File: src/rtl/fdiv_generic.sv
// Iterative floating-point divider: restoring radix-2 mantissa division, then RNE rounding.
// Flush-to-zero inputs, saturating overflow, single exception flag; fixed latency mantbits+7.
module fdiv_generic #(
  parameter int fbits   = 32,
  parameter int expbits = 8
) (
  input  logic             i_clk,
  input  logic             i_nrst,
  input  logic             i_ena,
  input  logic [fbits-1:0] i_a,
  input  logic [fbits-1:0] i_b,
  output logic             o_ready,
  output logic [fbits-1:0] o_res,
  output logic             o_ex,
  output logic             o_valid
);
  localparam int MB = fbits - expbits - 1;
  localparam int EW = expbits + 2;
  localparam int QW = MB + 3;
  localparam int RW = MB + 2;
  localparam int CW = $clog2(MB + 3);
  localparam logic [EW-1:0] BIAS     = EW'((1 << (expbits - 1)) - 1);
  localparam logic [EW-1:0] EMAX     = EW'((1 << expbits) - 1);
  localparam logic [CW-1:0] CNT_LAST = CW'(MB + 2);

  typedef enum logic [2:0] {
    S_IDLE, S_UNPACK, S_DIV, S_NORM, S_ROUND, S_DONE
  } state_t;

  state_t r_state, w_next;

  logic [fbits-1:0] r_a, r_b;
  logic             r_sign, r_za, r_zb;
  logic [EW-1:0]    r_e;
  logic [MB:0]      r_mb;
  logic [RW-1:0]    r_rem;
  logic [QW-1:0]    r_q;
  logic [CW-1:0]    r_cnt;
  logic [MB-1:0]    r_frac;
  logic             r_guard, r_sticky;

  logic             w_ge;
  logic [RW-1:0]    w_diff, w_rem_nxt;
  logic             w_inc, w_carry, w_ovf, w_unf, w_ex;
  logic [MB:0]      w_fsum;
  logic [EW-1:0]    w_e_rnd;
  logic [fbits-1:0] w_res;

  always_ff @(posedge i_clk or negedge i_nrst) begin
    if (!i_nrst) r_state <= S_IDLE;
    else         r_state <= w_next;
  end

  always_comb begin
    w_next = r_state;
    case (r_state)
      S_IDLE:   if (i_ena) w_next = S_UNPACK;
      S_UNPACK: w_next = S_DIV;
      S_DIV:    if (r_cnt == CNT_LAST) w_next = S_NORM;
      S_NORM:   w_next = S_ROUND;
      S_ROUND:  w_next = S_DONE;
      S_DONE:   w_next = S_IDLE;
      default:  w_next = S_IDLE;
    endcase
  end

  assign o_ready = (r_state == S_IDLE);
  assign o_valid = (r_state == S_DONE);

  // One restoring step: the remainder always stays below 2*mb, so the shift drops nothing.
  assign w_ge      = (r_rem >= {1'b0, r_mb});
  assign w_diff    = r_rem - {1'b0, r_mb};
  assign w_rem_nxt = w_ge ? w_diff : r_rem;

  // The hidden bit is always 1, so a carry out of the fraction field is a significand overflow.
  assign w_inc   = r_guard & (r_sticky | r_frac[0]);
  assign w_fsum  = {1'b0, r_frac} + {{MB{1'b0}}, w_inc};
  assign w_carry = w_fsum[MB];
  assign w_e_rnd = r_e + {{(EW-1){1'b0}}, w_carry};
  assign w_ovf   = !w_e_rnd[EW-1] && (w_e_rnd >= EMAX);
  assign w_unf   = w_e_rnd[EW-1] || (w_e_rnd == '0);

  always_comb begin
    w_res = '0;
    w_ex  = 1'b0;
    if (r_zb) begin
      w_res = {r_sign, {(fbits-1){1'b1}}};
      w_ex  = 1'b1;
    end else if (r_za) begin
      w_res = {r_sign, {(fbits-1){1'b0}}};
    end else if (w_ovf) begin
      w_res = {r_sign, {(fbits-1){1'b1}}};
      w_ex  = 1'b1;
    end else if (w_unf) begin
      w_res = {r_sign, {(fbits-1){1'b0}}};
      w_ex  = 1'b1;
    end else begin
      w_res = {r_sign, w_e_rnd[expbits-1:0], w_fsum[MB-1:0]};
    end
  end

  always_ff @(posedge i_clk or negedge i_nrst) begin
    if (!i_nrst) begin
      r_a      <= '0;
      r_b      <= '0;
      r_sign   <= 1'b0;
      r_za     <= 1'b0;
      r_zb     <= 1'b0;
      r_e      <= '0;
      r_mb     <= '0;
      r_rem    <= '0;
      r_q      <= '0;
      r_cnt    <= '0;
      r_frac   <= '0;
      r_guard  <= 1'b0;
      r_sticky <= 1'b0;
      o_res    <= '0;
      o_ex     <= 1'b0;
    end else begin
      case (r_state)
        S_IDLE: begin
          if (i_ena) begin
            r_a <= i_a;
            r_b <= i_b;
          end
        end
        S_UNPACK: begin
          r_sign <= r_a[fbits-1] ^ r_b[fbits-1];
          r_e    <= {2'b00, r_a[fbits-2:MB]} - {2'b00, r_b[fbits-2:MB]} + BIAS;
          r_za   <= (r_a[fbits-2:MB] == '0);
          r_zb   <= (r_b[fbits-2:MB] == '0);
          r_rem  <= {2'b01, r_a[MB-1:0]};
          r_mb   <= {1'b1, r_b[MB-1:0]};
          r_q    <= '0;
          r_cnt  <= '0;
        end
        S_DIV: begin
          r_rem <= w_rem_nxt << 1;
          r_q   <= {r_q[QW-2:0], w_ge};
          r_cnt <= r_cnt + CW'(1);
        end
        S_NORM: begin
          if (r_q[QW-1]) begin
            r_frac   <= r_q[QW-2:2];
            r_guard  <= r_q[1];
            r_sticky <= (r_rem != '0) | r_q[0];
          end else begin
            r_frac   <= r_q[QW-3:1];
            r_guard  <= r_q[0];
            r_sticky <= (r_rem != '0);
            r_e      <= r_e - EW'(1);
          end
        end
        S_ROUND: begin
          o_res <= w_res;
          o_ex  <= w_ex;
        end
        default: ;
      endcase
    end
  end
endmodule

File: config.mk
export PLATFORM = sky130hd
export DESIGN_NAME = fdiv_generic
export DESIGN_NICKNAME = d
export VERILOG_FILES = /design/src/rtl/fdiv_generic.sv
export SDC_FILE = /design/constraint.sdc
export NUM_CORES = 1
export LEC_CHECK = 0
export CAP_MARGIN = 10
export CORE_MARGIN = 2
export CORE_UTILIZATION = 41
export DETAILED_ROUTE_END_ITERATION = 12
export MAX_ROUTING_LAYER = met4
export SYNTH_ARGS = -nofsm -noshare
export SYNTH_HDL_FRONTEND = slang
export SYNTH_SLANG_ARGS = --single-unit
export TNS_END_PERCENT = 100
File: constraint.sdc
create_clock -name i_clk -period 4.43 [get_ports i_clk]
set_clock_uncertainty 0.15 [all_clocks]
set_input_delay 0.6645 -clock i_clk [delete_from_list [all_inputs] [get_ports i_clk]]
set_output_delay 0.6645 -clock i_clk [all_outputs]
set_load 0.05 [all_outputs]
# --- Word-level counts from Yosys, hierarchy flattened ---
# Index checks and enable logic that the tools add are counted.
# Widths: inputs -> output; s select.
classes:
  n_addsub: 7
  n_mul: 0
  div: 0
  order_cmp: 2
  n_eq_ne: 9
  n_shift: 0
  muxes: 20
  bitwise: 4
  n_reduce_logical: 13
ops:
  columns: ["op", "count"]
  rows:
  - ["$mux 31", 4]
  - ["$pmux 26 s2", 1]
  - ["$pmux 25 s2", 1]
  - ["$ge 25x24->1", 1]
  - ["$reduce_bool 25->1", 1]
  - ["$add 23x1->24", 1]
  - ["$mux 24", 1]
  - ["$sub 24x24->24", 1]
  - ["$mux 23", 1]
  - ["$pmux 10 s2", 1]
  - ["$logic_not 8->1", 2]
  - ["$pmux 3 s5", 1]
  - ["$add 10x1->10", 1]
  - ["$add 9x8->10 const B", 1]
  - ["$ge 10x8->1 const B", 1]
  - ["$logic_not 10->1", 1]
  - ["$mux 10", 1]
  - ["$pmux 5 s2", 1]
  - ["$sub 10x1->10 const B", 1]
  - ["$sub 8x8->9", 1]
  - ["$eq 3x2->1 const B", 2]
  - ["$eq 3x3->1 const B", 2]
  - ["$mux 1", 6]
  - ["$mux 3", 2]
  - ["13 further kinds", 19]
word_totals:
  reg_bits: 218
  latch_bits: 0
  mem_bits_rw: 0
  rom_bits: 0
  out_inout_bits: 35
  wordCells: 71
  n_memories: 0

# --- Longest topological paths before layout ---
depth:
  ltp_word: 10
  ltp_mapped: 17
  depth_no_buf: 16

# --- Worst setup path after synthesis ---
# OpenSTA, ideal clock, no wires.
synth_path:
  path_kind: "register -> register"
  startpoint: "register r_frac[0]"
  endpoint: "register o_res[28]"
  arrival_ns: 3.193
  required_ns: 4.214
  setup_slack_ns: 1.022
  path_stages_with_launch: 17
  path_buffers: 1
  synth_period_minus_slack_ns: 3.408
  cell_sequence: "dfrtp_1 o21a_1 ha_1 and3_1 nand2_1 or3_1 nor2_1 ha_1 ha_1 xor2_1 and3_1 nand4_1 o31ai_1 a21oi_1 nand2_1 clkbuf_1 o221a_2"
synth_via:
  elab_chain_cells: 10
  elab_cells_between_ends: 13
synth_rtl:
  columns: ["element", "line_no", "text"]
  rows:
  - ["start: declaration", "39", "logic [MB-1:0] r_frac;"]
  - ["start signal: assignment", "144", "r_frac <= r_q[QW-2:2];"]
  - ["start signal: assignment", "148", "r_frac <= r_q[QW-3:1];"]
  - ["$or 1x1->1", "76", "assign w_inc = r_guard & (r_sticky | r_frac[0]);"]
  - ["$and 1x1->1", "76", null]
  - ["$add 23x1->24 *", "77", "assign w_fsum = {1'b0, r_frac} + {{MB{1'b0}}, w_inc};"]
  - ["$add 10x1->10 *", "79", "assign w_e_rnd = r_e + {{(EW-1){1'b0}}, w_carry};"]
  - ["parallel branches: the longest is 3 deep, another holds $ge 10x8->1", null, null]
  - ["$mux 31 *", "91", "end else if (w_ovf) begin"]
  - ["$mux 31 *", "89", "end else if (r_za) begin"]
  - ["$mux 31 *", "86", "if (r_zb) begin"]
  - ["end signal: assignment", "155", "o_res <= w_res;"]
  - ["end: declaration", "13", "output logic [fbits-1:0] o_res,"]
# Every way passes the cells marked *.
# A chain may end at the register's enable or synchronous reset.

# --- Worst setup path after layout ---
layout_path:
  startpoint: "register r_frac[0]"
  endpoint: "register o_res[19]"
layout_via:
  elab_chain_cells: 10
  elab_cells_between_ends: 13
layout_rtl:
  columns: ["element", "line_no"]
  rows:
  - ["$or 1x1->1", "76"]
  - ["$and 1x1->1", "76"]
  - ["$add 23x1->24 *", "77"]
  - ["parallel branches: the longest is 4 deep, another holds $add 10x1->10", null]
  - ["$mux 31 *", "91"]
  - ["$mux 31 *", "89"]
  - ["$mux 31 *", "86"]
# Marked as above.

==> out/qor.json <==
{
  "logic_synthesis": {
    "yosys_warnings": 0,
    "synth-edff-count": 0,
    "post_synth_inst_count": 1179,
    "async_reset_ff_frac": 1.00,
    "syn_nets": 1289,
    "fraction_of_the_yosys_area_taken_by_sequential_cells": 0.472,
    "synth-seq-cells": 218,
    "post_synth.cell_area_avg_um2": 9.80,
    "top_ff_cell_synth": "sky130_fd_sc_hd__dfrtp_1",
    "post_synth_instance_area_mm2": 0.0116,
    "post_synth_num_cell_types": 69
  },
  "clock_tree": {
    "tritoncts": "built",
    "ctsLongestPathBuffers": 3,
    "insertion_delay_ns": 0.53,
    "postCtsHoldBufs": 0,
    "cts.root.buffer_cell": "sky130_fd_sc_hd__clkbuf_16",
    "clock_tree.htree_level_count": 1,
    "clock_sinks": 218,
    "clk_pin_slew_worst_paths_ns": 0.06,
    "numCtsBuffers": 25,
    "cts_setup_buffers": 0,
    "cts.repair.resized": 0
  },
  "route": {
    "highest-signal-layer": "met4",
    "detail_route.wl_per_cell_um": 16.1,
    "vias": 8778,
    "wl_met2_um": 10900,
    "wl_met3_um": 1420,
    "vias_per_cell": 5.33,
    "drt-total-wl_um": 26600,
    "route.antenna.remaining_nets": 0,
    "detail_route.wirelength.met1_um": 13900,
    "drt_first_pass_iters": 4,
    "drt_first_iter_violations": 548,
    "drc_errors": 0
  },
  "cells_and_area": {
    "antennaDiodeCount": 0,
    "most_common_library_cell_in_the_layout_ignoring_fill_and_taps": "sky130_fd_sc_hd__dfrtp_1",
    "most-common-layout-cells": "sky130_fd_sc_hd__dfrtp_1, sky130_fd_sc_hd__nand2_1, sky130_fd_sc_hd__clkdlybuf4s50_1",
    "instances_no_fill": 1647,
    "final_layout_size_suffix_gt1_frac": 0.104,
    "multiInputGateArea_mm2": 0.00560,
    "area.growth.synth_to_final_pct": 18.3,
    "design.final.nets": 1363,
    "num-fill-cells": 2611,
    "sequential_cell_area_mm2": 0.00546
  },
  "run": {
    "number_of_violations_of_the_max_capacitance_limit": 0
  },
  "global_routing": {
    "pin_count_of_the_biggest_net_entering_global_routing": 95,
    "grt_first_pass_wirelength_um": 44900,
    "grt_pass1_vias": 8496,
    "grt_util_all_layers": 0.192,
    "antenna_found_initial": 0,
    "overflow": 0
  },
  "setup_path": {
    "start_kind": "flip-flop",
    "crit_path_max_fanout": 22,
    "cp.arrival_ns": 4.29,
    "critical_path_class": "flip-flop to flip-flop",
    "cp.required_ns": 4.73,
    "crit_path_end_kind": "flip-flop"
  },
  "pwr": {
    "cellPowerDensity_mw_per_mm2": 883,
    "static-leakage-power_nw": 5.86,
    "vdd_drop_max_mv": 0.322
  },
  "sta": {
    "final_period_utilization": 0.900,
    "tightestPinTransition_ns": 1.16,
    "slew_viol_final": 0,
    "hold_ws_ns": -0.0118,
    "hold_viol": 3,
    "finalSetupViolCount": 0,
    "fin_setup_tns_ns": 0,
    "timing.final.crit_period_ns": 3.99,
    "max_freq_mhz": 251,
    "max_slew_margin": 0.224,
    "grt_setup_unrepaired": "no"
  },
  "floorplanning": {
    "chipWidth_um": 172,
    "placeable_area_mm2": 0.0278,
    "row_count": 61,
    "floorplan.initialDensity": 0.416,
    "num_io_pins": 102,
    "die_area_mm2": 0.0296,
    "dieHeight_um": 172
  },
  "outcome": {
    "status": "finished with violations",
    "failed_checks": "negative hold slack"
  },
  "hold_path": {
    "holdCritPathClass": "primary input to asynchronous set/reset pin"
  },
  "placed_design": {
    "dp.cells": 1604,
    "io_buffer_count": 101,
    "place_hpwl_um": 18600,
    "globalplace.congestion": 0.902
  }
}
-- per-stage QoR --
step | cell area, um2 | setup slack [ns] | hold WS (ns) | total power, mW | utilization
2_1_floorplan | 11600 | 1.02 | 0.219 | 8.53 | -
3_3_place_gp | 12800 | 0.583 | 0.286 | 9.94 | 0.462
3_5_place_dp | 12800 | 0.428 | 0.306 | 10.0 | 0.462
4_1_cts | 13700 | 0.419 | 0.0295 | 12.2 | 0.492
5_1_grt | 13700 | 0.0176 | 0.0613 | 13.1 | 0.492
6_report | 13700 | 0.445 | -0.0118 | 12.1 | 0.492
-- layer usage --
metal | vias up | global-route usage
met5 | - | -
met4 | 0 | 0.0373
met3 | 31 | 0.0304
met2 | 207 | 0.267
met1 | 4223 | 0.294
li1 | 4317 | -
-- path summary, 6_finish.rpt --
| check | cells past startpoint | from | to | slack, ns |
|---|---|---|---|---|
| worst max-delay path | 17 | r_frac[0]$_DFFE_PN0P_ | o_res[19]$_DFFE_PN0P_ | 0.44 |
| worst min-delay path | 1 | i_nrst | r_b[14]$_DFFE_PN0P_ | -0.01 |
| worst max register to register | 17 | r_frac[0]$_DFFE_PN0P_ | o_res[19]$_DFFE_PN0P_ | 0.44 |
| worst min register to register | 2 | r_mb[23]$_DFFE_PN0P_ | r_mb[23]$_DFFE_PN0P_ | 0.31 |
| max in group asynchronous | 2 | i_nrst | r_rem[14]$_DFFE_PN0P_ | 3.15 |
| min in group i_clk | 2 | r_mb[23]$_DFFE_PN0P_ | r_mb[23]$_DFFE_PN0P_ | 0.31 |
-- layout make-up --
type,count,share of cell area
Multi-Input combinational cell,845,0.409
Inverter,49,0.0134
Sequential cell,218,0.399
Timing Repair Buffer,114,0.0832
Clock buffer,40,0.0572
Clock inverter,3,0.00338
Tap cell,378,0.0346
-- state kept, by name (all words and copies together) (netlist names) --
name and count:
o_ex 1, o_res 32, r_a 32, r_b 32, r_cnt 5, r_e 10, r_frac 23, r_guard 1
r_mb 24, r_q 26, r_rem 25, r_sign 1, r_state 3, r_sticky 1, r_za 1, r_zb 1
-- cells in the mapped netlist (all sizes together), types with 11 or more instances --
master  instances  area [um2]
and3           28         175
a22o           25         219
nand3          38         195
nor2           75         282
ha             41         513
nand4          12        81.3
o22ai          30         188
clkbuf         46         203
o21ai          92         464
mux2i          44         440
mux2           56         631
buf            21         134
o21a           11        82.6
a21oi          59         295
xor2           21         184
xnor2          40         350
dfrtp         218        5460
nand2         149         559
nor3           17        90.1
inv            49         184
-- report_power, final --
group	switching [mW]	leakage, nW	total (mW)	internal, mW
combinational	3.82	2.76	6.53	2.71
clock	0.813	0.405	2.07	1.26
sequential	0.652	2.69	3.47	2.82
total	5.28	5.86	12.1	6.79
-- worst max-delay path, stage by stage (launching register included) --
cell,delay (ns)
sky130_fd_sc_hd__dfrtp_1,0.37
sky130_fd_sc_hd__o21a_1,0.12
sky130_fd_sc_hd__ha_1,0.17
sky130_fd_sc_hd__and3_1,0.19
sky130_fd_sc_hd__nand2_1,0.07
sky130_fd_sc_hd__or3_1,0.46
sky130_fd_sc_hd__nor2_1,0.18
sky130_fd_sc_hd__ha_1,0.17
sky130_fd_sc_hd__ha_1,0.26
sky130_fd_sc_hd__nand3_1,0.13
sky130_fd_sc_hd__xnor2_1,0.28
sky130_fd_sc_hd__nand4_1,0.13
sky130_fd_sc_hd__o31ai_1,0.21
sky130_fd_sc_hd__a21oi_1,0.11
sky130_fd_sc_hd__nand2_1,0.32
sky130_fd_sc_hd__buf_4,0.34
sky130_fd_sc_hd__o22ai_1,0.12
sky130_fd_sc_hd__nor2_1,0.11
-- kinds of logic (layout without fill, tap and decap cells) --
logic type      count (synthesis)  after routing  synth area share
mux                           100            100            0.0927
fa+ha+maj                      43             43            0.0478
simple gates                  369            369             0.150
flops                         218            218             0.472
compound gates                272            272             0.146
buf+inv                       116            206            0.0450
xor+xnor                       61             61            0.0462
Power figures use the tool's default switching activity.
